$ cat src/rtl/btn_pkg.sv
// Shared types and default constants for the button debouncer.
`timescale 1ps/1ps
package btn_pkg;

  typedef enum logic [1:0] {
    Idle,
    PressWait,
    Pressed,
    ReleaseWait
  } btn_state_e;

  localparam int unsigned DefSyncStages  = 2;
  localparam int unsigned DefDebounceCnt = 27000;
  localparam int unsigned DefLongCnt     = 2700000;

endpackage

$ cat src/rtl/btn_sync.sv
// Multi-flop synchronizer with asynchronous reset to 1.
`timescale 1ps/1ps
module btn_sync #(
  parameter int unsigned SYNC_STAGES = 2
) (
  input  logic CLK_i,
  input  logic rst_ni,
  input  logic d_i,
  output logic q_o
);

  logic [SYNC_STAGES-1:0] sync_q;

  always_ff @(posedge CLK_i or negedge rst_ni) begin
    if (!rst_ni) begin
      sync_q <= '1;
    end else begin
      sync_q <= {sync_q[SYNC_STAGES-2:0], d_i};
    end
  end

  assign q_o = sync_q[SYNC_STAGES-1];

endmodule

$ cat src/rtl/btn_debounce.sv
// Debounced active-low button with press/release pulses.
// Optional long-press pulse enabled by defining DEBOUNCE_LONG_EN.
`timescale 1ps/1ps
module btn_debounce
  import btn_pkg::*;
#(
  parameter int unsigned SYNC_STAGES  = DefSyncStages,
  parameter int unsigned DEBOUNCE_CNT = DefDebounceCnt,
  parameter int unsigned LONG_CNT     = DefLongCnt
) (
  input  logic CLK,
  input  logic RESETn,
  input  logic iExtBtn,
  output logic oBtnLevel,
  output logic oPressPulse,
  output logic oReleasePulse
`ifdef DEBOUNCE_LONG_EN
  ,
  output logic oLongPress
`endif
);

  localparam int unsigned CntW = $clog2(LONG_CNT + 1);
  localparam logic [CntW-1:0] DebLast = CntW'(DEBOUNCE_CNT - 1);
  localparam logic [CntW-1:0] CntMax  = '1;
`ifdef DEBOUNCE_LONG_EN
  localparam logic [CntW-1:0] LongLast = CntW'(LONG_CNT - 1);
`endif

  logic rst_hold, rst_int_n, btn_s;

  // Input flops reset straight from RESETn so they are already primed with the
  // button level when the FSM leaves its synchronized reset two clocks later.
  btn_sync #(
    .SYNC_STAGES(2)
  ) u_rst_sync (
    .CLK_i (CLK),
    .rst_ni(RESETn),
    .d_i   (1'b0),
    .q_o   (rst_hold)
  );

  assign rst_int_n = ~rst_hold;

  btn_sync #(
    .SYNC_STAGES(SYNC_STAGES)
  ) u_btn_sync (
    .CLK_i (CLK),
    .rst_ni(RESETn),
    .d_i   (iExtBtn),
    .q_o   (btn_s)
  );

  btn_state_e state_q, state_d;
  logic [CntW-1:0] cnt_q, cnt_d, cnt_inc;
  logic press_q, press_d, release_q, release_d;
`ifdef DEBOUNCE_LONG_EN
  logic long_q, long_d, long_done_q, long_done_d;
`endif

  always_ff @(posedge CLK or negedge rst_int_n) begin
    if (!rst_int_n) begin
      state_q     <= Idle;
      cnt_q       <= '0;
      press_q     <= 1'b0;
      release_q   <= 1'b0;
`ifdef DEBOUNCE_LONG_EN
      long_q      <= 1'b0;
      long_done_q <= 1'b0;
`endif
    end else begin
      state_q     <= state_d;
      cnt_q       <= cnt_d;
      press_q     <= press_d;
      release_q   <= release_d;
`ifdef DEBOUNCE_LONG_EN
      long_q      <= long_d;
      long_done_q <= long_done_d;
`endif
    end
  end

  assign cnt_inc = (cnt_q == CntMax) ? cnt_q : cnt_q + CntW'(1);

  always_comb begin
    state_d   = state_q;
    cnt_d     = cnt_q;
    press_d   = 1'b0;
    release_d = 1'b0;
`ifdef DEBOUNCE_LONG_EN
    long_d      = 1'b0;
    long_done_d = long_done_q;
`endif
    unique case (state_q)
      Idle: begin
        if (!btn_s) begin
          state_d = PressWait;
          cnt_d   = '0;
        end
      end
      PressWait: begin
        if (btn_s) begin
          state_d = Idle;
        end else if (cnt_q == DebLast) begin
          state_d = Pressed;
          cnt_d   = '0;
          press_d = 1'b1;
`ifdef DEBOUNCE_LONG_EN
          long_done_d = 1'b0;
`endif
        end else begin
          cnt_d = cnt_inc;
        end
      end
      Pressed: begin
        if (btn_s) begin
          state_d = ReleaseWait;
          cnt_d   = '0;
        end
`ifdef DEBOUNCE_LONG_EN
        else begin
          cnt_d = cnt_inc;
          // Done flag keeps a bounce back from ReleaseWait from firing twice.
          if (cnt_q == LongLast && !long_done_q) begin
            long_d      = 1'b1;
            long_done_d = 1'b1;
          end
        end
`endif
      end
      ReleaseWait: begin
        if (!btn_s) begin
          state_d = Pressed;
          cnt_d   = '0;
        end else if (cnt_q == DebLast) begin
          state_d   = Idle;
          cnt_d     = '0;
          release_d = 1'b1;
        end else begin
          cnt_d = cnt_inc;
        end
      end
      default: state_d = Idle;
    endcase
  end

  assign oBtnLevel     = (state_q == Pressed) || (state_q == ReleaseWait);
  assign oPressPulse   = press_q;
  assign oReleasePulse = release_q;
`ifdef DEBOUNCE_LONG_EN
  assign oLongPress    = long_q;
`endif

endmodule

$ cat config.mk
export PLATFORM = sky130hd
export DESIGN_NAME = btn_debounce
export DESIGN_NICKNAME = d
export VERILOG_FILES = /design/src/rtl/btn_pkg.sv /design/src/rtl/btn_sync.sv /design/src/rtl/btn_debounce.sv
export SDC_FILE = /design/constraint.sdc
export NUM_CORES = 1
export LEC_CHECK = 0
export ABC_AREA = 1
export CORE_MARGIN = 10
export CORE_UTILIZATION = 30
export CTS_CLUSTER_DIAMETER = 200
export DETAILED_ROUTE_END_ITERATION = 6
export DONT_BUFFER_PORTS = 1
export PLACE_DENSITY = 0.5
export SYNTH_ARGS = -nofsm -noshare
export SYNTH_HDL_FRONTEND = slang
export SYNTH_SLANG_ARGS = --single-unit
export TNS_END_PERCENT = 50
$ cat constraint.sdc
create_clock -name CLK -period 1.1 [get_ports CLK]
set_input_delay 0.22 -clock CLK [delete_from_list [all_inputs] [get_ports CLK]]
set_output_delay 0.22 -clock CLK [all_outputs]
set_load 0.02 [all_outputs]
# Yosys cells after proc, flatten, opt, wreduce, memory -nomap -nowiden
# Index checks and enable logic that the tools add are counted.
[word_totals]
register_bits = 30
output_inout_bits = 3
word_cells = 40
[op_classes]
add_sub_neg = 1
eq_ne = 10
n_mux = 19
n_reduce_logical = 4
[ops]
columns = ["operator", "count"]
rows = [
  ["$mux 22", 6],
  ["$pmux 22 s4", 1],
  ["$add 22x1->22 const B", 1],
  ["$eq 22x15->1 const B", 1],
  ["$eq 22x22->1 const B", 1],
  ["$mux 2", 6],
  ["$pmux 2 s4", 1],
  ["$mux 1", 5],
  ["$eq 2x2->1 const B", 2],
  ["$ne 2x2->1 const B", 2],
  ["$reduce_and 4->1", 1],
  ["$ne 3x2->1 const B", 1],
  ["$ne 3x3->1 const B", 1],
  ["$reduce_and 3->1", 1],
  ["$eq 2x1->1 const B", 1],
  ["$logic_not 2->1", 1],
  ["$ne 2x1->1 const B", 1],
  ["$logic_or 1x1->1", 1],
]

# Longest topological paths before layout
[logic_depth]
word_depth = 5
ltp_mapped = 12
mapped_depth_nobuf = 11

# By module
# A second synthesis with hierarchy kept.
[hier_totals]
cells_unflattened = 288
hier_area_um2 = 1944.4
[by_module_without_submodules]
columns = ["module", "n_inst", "cells_each", "area_per_inst_um2"]
rows = [
  ["btn_debounce", 1, 284, 1839.3],
  ["btn_sync", 2, 2, 52.6],
]

# Least setup slack after synthesis
# OpenSTA, ideal clock, no wires.
[synth_timing]
path_type = "reg-to-reg"
startpoint = "register cnt_q[0]"
endpoint = "register cnt_q[10]"
arrival_ps = 1463
required_ps = 983
path_slack_ps = -480
path_stages_with_launch = 12
path_buffers = 1
synth_period_minus_slack_ps = 1580
path_cell_list = "dfrtp_1 -> ha_1 -> nand2_2 -> nor2_2 -> nand2_1 -> nor2_4 -> nand3_4 -> buf_6 -> nand3b_2 -> nand2_1 -> nand2_1 -> nor2_1"
[synth_between]
elab_chain_cells = 5
[synth_rtl]
columns = ["item", "line_no", "rtl"]
rows = [
  ["start: declaration", "btn_debounce.sv:55", "logic [CntW-1:0] cnt_q, cnt_d, cnt_inc;"],
  ["start signal: assignment", "btn_debounce.sv:73", "cnt_q <= cnt_d;"],
  ["$add 22x1->22 / $eq 22x22->1 (equally long branches)", "btn_debounce.sv:83", "assign cnt_inc = (cnt_q == CntMax) ? cnt_q : cnt_q + CntW'(1);"],
  ["$mux 22", "btn_debounce.sv:83", ""],
  ["$mux 22 (*)", "btn_debounce.sv:104, btn_debounce.sv:135", ""],
  ["$mux 22, on equally long branches", "btn_debounce.sv:132, btn_debounce.sv:102", ""],
  ["$pmux 22 s4 (*)", "btn_debounce.sv:94", "unique case (state_q)"],
]
# Mark *: on every way between the ends. The rest lies on a longest branch, timed or not. The select of a mux whose other input is x is not followed.
# A chain may end at the register's enable or synchronous reset.

# Final worst setup path
[layout_timing]
startpoint = "register cnt_q[1]"
endpoint = "register cnt_q[4]"
# The elaborated chain is that of the path after synthesis.

==> out/results.ini <==
[power_and_ir_drop]
switching_power_uw=682.2
max-vdd-ir-drop_uv=573.3
cellPowerDensity_nw_per_um2=1027
power.leakage_uw=0.001424
switching_portion_of_total_power=0.2296
power_uw=2971
seqPwrFrac=0.402
intPower_uw=2289
power_frac_clock=0.477
combPwrFrac=0.121

[global_route]
grt_most_used_layer=met2
antenna_found_initial=0
gr-usage-met1=0.1330
grt_use_met3=0.02129
grt_max_degree=27
gr-total-overflow=0
first_global_vias=1894
grt_pass1_wl_um=8783
grt_use_total=0.1072
globalRouteMet2Util=0.1805

[synth]
ys_seq_area_frac=0.3897
yosys.cell_types.count=33
synthTopCellsByArea=dfrtp_1 (34%), nand2_1 (14%), nor2_1 (10%)
ys.flop_type=dfrtp_1
yosys_warnings=0
syn-instance-count=278
synth_enable_flop_cells=0
synth_top_area_cell=dfrtp_1
ys_async_sr_fraction=1.000
mappedNetlistNets=282
netlist_top_cells_count=nand2_1 (70), nor2_1 (54), inv_1 (40), dfrtp_1 (26), nand3_1 (16)
postSynthAreaPerCell_um2=6.976
yosys.area.top_type_share=0.3355
synthMostInstantiatedCell=nand2_1
synth.ff_latch_count=30
synth.cell_area_um2=1939

[timing]
finalCriticalPeriod_ns=1.646
post-route-period-util=1.497
final-hold-violation-count=0
slew_violations=0
final.setup.worst_slack_ns=-0.5464
maxClockFrequency_mhz=607.4
holdWs_ns=0.2753
worst_clock_skew_ns=0.01186
setup_viol=26
setup_repair_after_global_routing_missed_its_margin=yes

[worst_setup_path]
signal_arrival_time_at_the_worst_endpoint_ns=1.87
criticalPathCategory=reg2reg
cp-start-kind=register
slowest_delay_ns=0.41
r2r.worst_path.cells=13
r2r-end=cnt_q[4]
most_used_cell_along_the_critical_path=buf_4
crit-reg2reg-launch=cnt_q[1]
timing.reg2reg.setup_slack_ns=-0.55
largest_delay_share_family_worst_path=buffers and inverters
worstSetupEndpointType=register
worst-path-max-fanout=3
required_ns=1.33
critical_path.cell_chain=ha_4, nand2_4, nor2_4, buf_4, buf_4, buf_4, buf_4, buf_4, nand3_2, nand2_1, nand2_1, nand2_1, inv_1
total_buffers_and_inverters_traversed_by_the_critical_path=6
slowest_stage=dfrtp_1

[floorplan]
design.portCount=6
fp.dieW_um=100.4
core_region_area_um2=6314
rows=29
area_of_the_die_um2=10080
floorplan.initialDensity=0.3072
die_h_um=100.4

[final_layout]
area_delta_synth_final_pct=49.23
drive_above_1_share=0.3626
fin_nets=356
antennaDiodeCount=0

[flow_run]
max-cap-violations=0

[detailed_routing]
routed-via-count=1973
routed_wl_um=5241
avgViaCountPerCell=4.588
drt.antenna.violating_nets=0
drtPass1Iterations=4
wire_per_inst_um=12.19
drc_viols=0
drt_first_iter_violations=78

[outcome]
violations_in_the_final_reports=negative setup slack
status=finished with violations

[cts]
cts_buffer_depth=2
worstSkewPairLatency_ns=0.29
cts_made_buffers=5
htree_num_levels=2
worst_setup_hold_path_clk_slew_ns=0.08
clkSinkCount=30
ctsRootBufferMaster=clkbuf_8
cts_tree=done

[min_path]
min_path_type=reg2async

[placed_design]
finalWeightedCongestion=0.8581
detailed_place_hpwl_um=3953
place.port_buffers=0

## logic make-up (layout without fill, tap and decap cells)
family / count (synthesis) / after routing / synth area share
simple gates: 176 / 176 / 0.4290
buf+inv: 52 / 127 / 0.1116
flops: 30 / 30 / 0.3897
compound gates: 17 / 17 / 0.05677
fa+ha+maj: 1 / 1 / 0.006451
other cells: 1 / 1 / 0.001934
xor+xnor: 1 / 1 / 0.004517
## placed cells by master, fill, tap and decap left out, types with 6 or more instances in the layout
cell	Yosys	routed
nor2_2	3	6
nand3_2	6	6
o21ai_1	6	7
nand2_1	70	63
clkbuf_8	0	6
inv_1	40	39
nand3_1	16	13
buf_4	1	63
dfrtp_1	26	25
nor2_1	54	48
nand2_2	3	8
nand4_1	12	12
## per-stage QoR
| stage | cell area (um^2) | TNS (ns) | setup WS [ns] | util | cells |
|---|---|---|---|---|---|
| floorplan | 1953 | -9.289 | -0.4406 | - | 278 |
| global placement | 2519 | -10.91 | -0.4440 | 0.3989 | 414 |
| detailed placement | 2519 | -12.45 | -0.5170 | 0.3989 | 414 |
| CTS | 2793 | -11.42 | -0.4774 | 0.4423 | 428 |
| global route | 2894 | -14.81 | -0.6283 | 0.4584 | 430 |
| finish | 2894 | -12.10 | -0.5464 | 0.4584 | 430 |
## worst reg2reg max path, stage by stage, from the launching register on
cell and delay, ns:
dfrtp_1 0.41, ha_4 0.19, nand2_4 0.08, nor2_4 0.04, buf_4 0.12, buf_4 0.12, buf_4 0.13, buf_4 0.12
buf_4 0.12, nand3_2 0.06, nand2_1 0.04, nand2_1 0.05, nand2_1 0.05, inv_1 0.05
## repair_timing
action,in CTS,in global routing
hold buffers,2,0
endpoints found under the setup margin,26,26
gates resized for setup,19,23
pin swaps,9,11
endpoints found under the hold margin,5,0
buffers inserted,4,2
## power groups by stage
stage	logic [uW]	registers [uW]	clock network [uW]
global route	402	1200	1470
detailed placement	304	1200	0
global placement	300	1200	0
finish	359	1200	1420
CTS	349	1190	1460
floorplan	169	1200	0
## state kept, by name, indices dropped and copies added, names as in the netlist, named ones only
| register | flops |
|---|---|
| oReleasePulse | 1 |
| u_btn_sync.sync_q | 2 |
| cnt_q | 22 |
| state_q | 1 |
| oPressPulse | 1 |
| u_rst_sync.sync_q | 2 |
## cell type report
cell class	instances	area [um^2]
fillers	646	3420
multi-input cells	196	1121
flip-flops and latches	30	757.0
repair buffers	73	604.3
inverters	46	172.7
well taps	77	96.34
clock buffers	6	82.58
clock inverters	2	60.06
## worst max path at each step
| stage | start | end | slack [ns] | cells past startpoint |
|---|---|---|---|---|
| 6_report | cnt_q[1] | cnt_q[4] | -0.55 | 13 |
| 5_1_grt | cnt_q[1] | cnt_q[6] | -0.63 | 11 |
| 4_1_cts | cnt_q[0] | cnt_q[8] | -0.48 | 11 |
| 3_5_place_dp | cnt_q[1] | register | -0.52 | 7 |
| 3_3_place_gp | cnt_q[1] | cnt_q[10] | -0.44 | 11 |
| 2_1_floorplan | cnt_q[0] | cnt_q[10] | -0.44 | 11 |
## per-layer routing
layer	wire, um	vias up
met5	0	-
met4	44	0
met3	151	4
met2	2626	25
met1	2419	925
li1	-	1019
(Power assumes the default switching activity.)
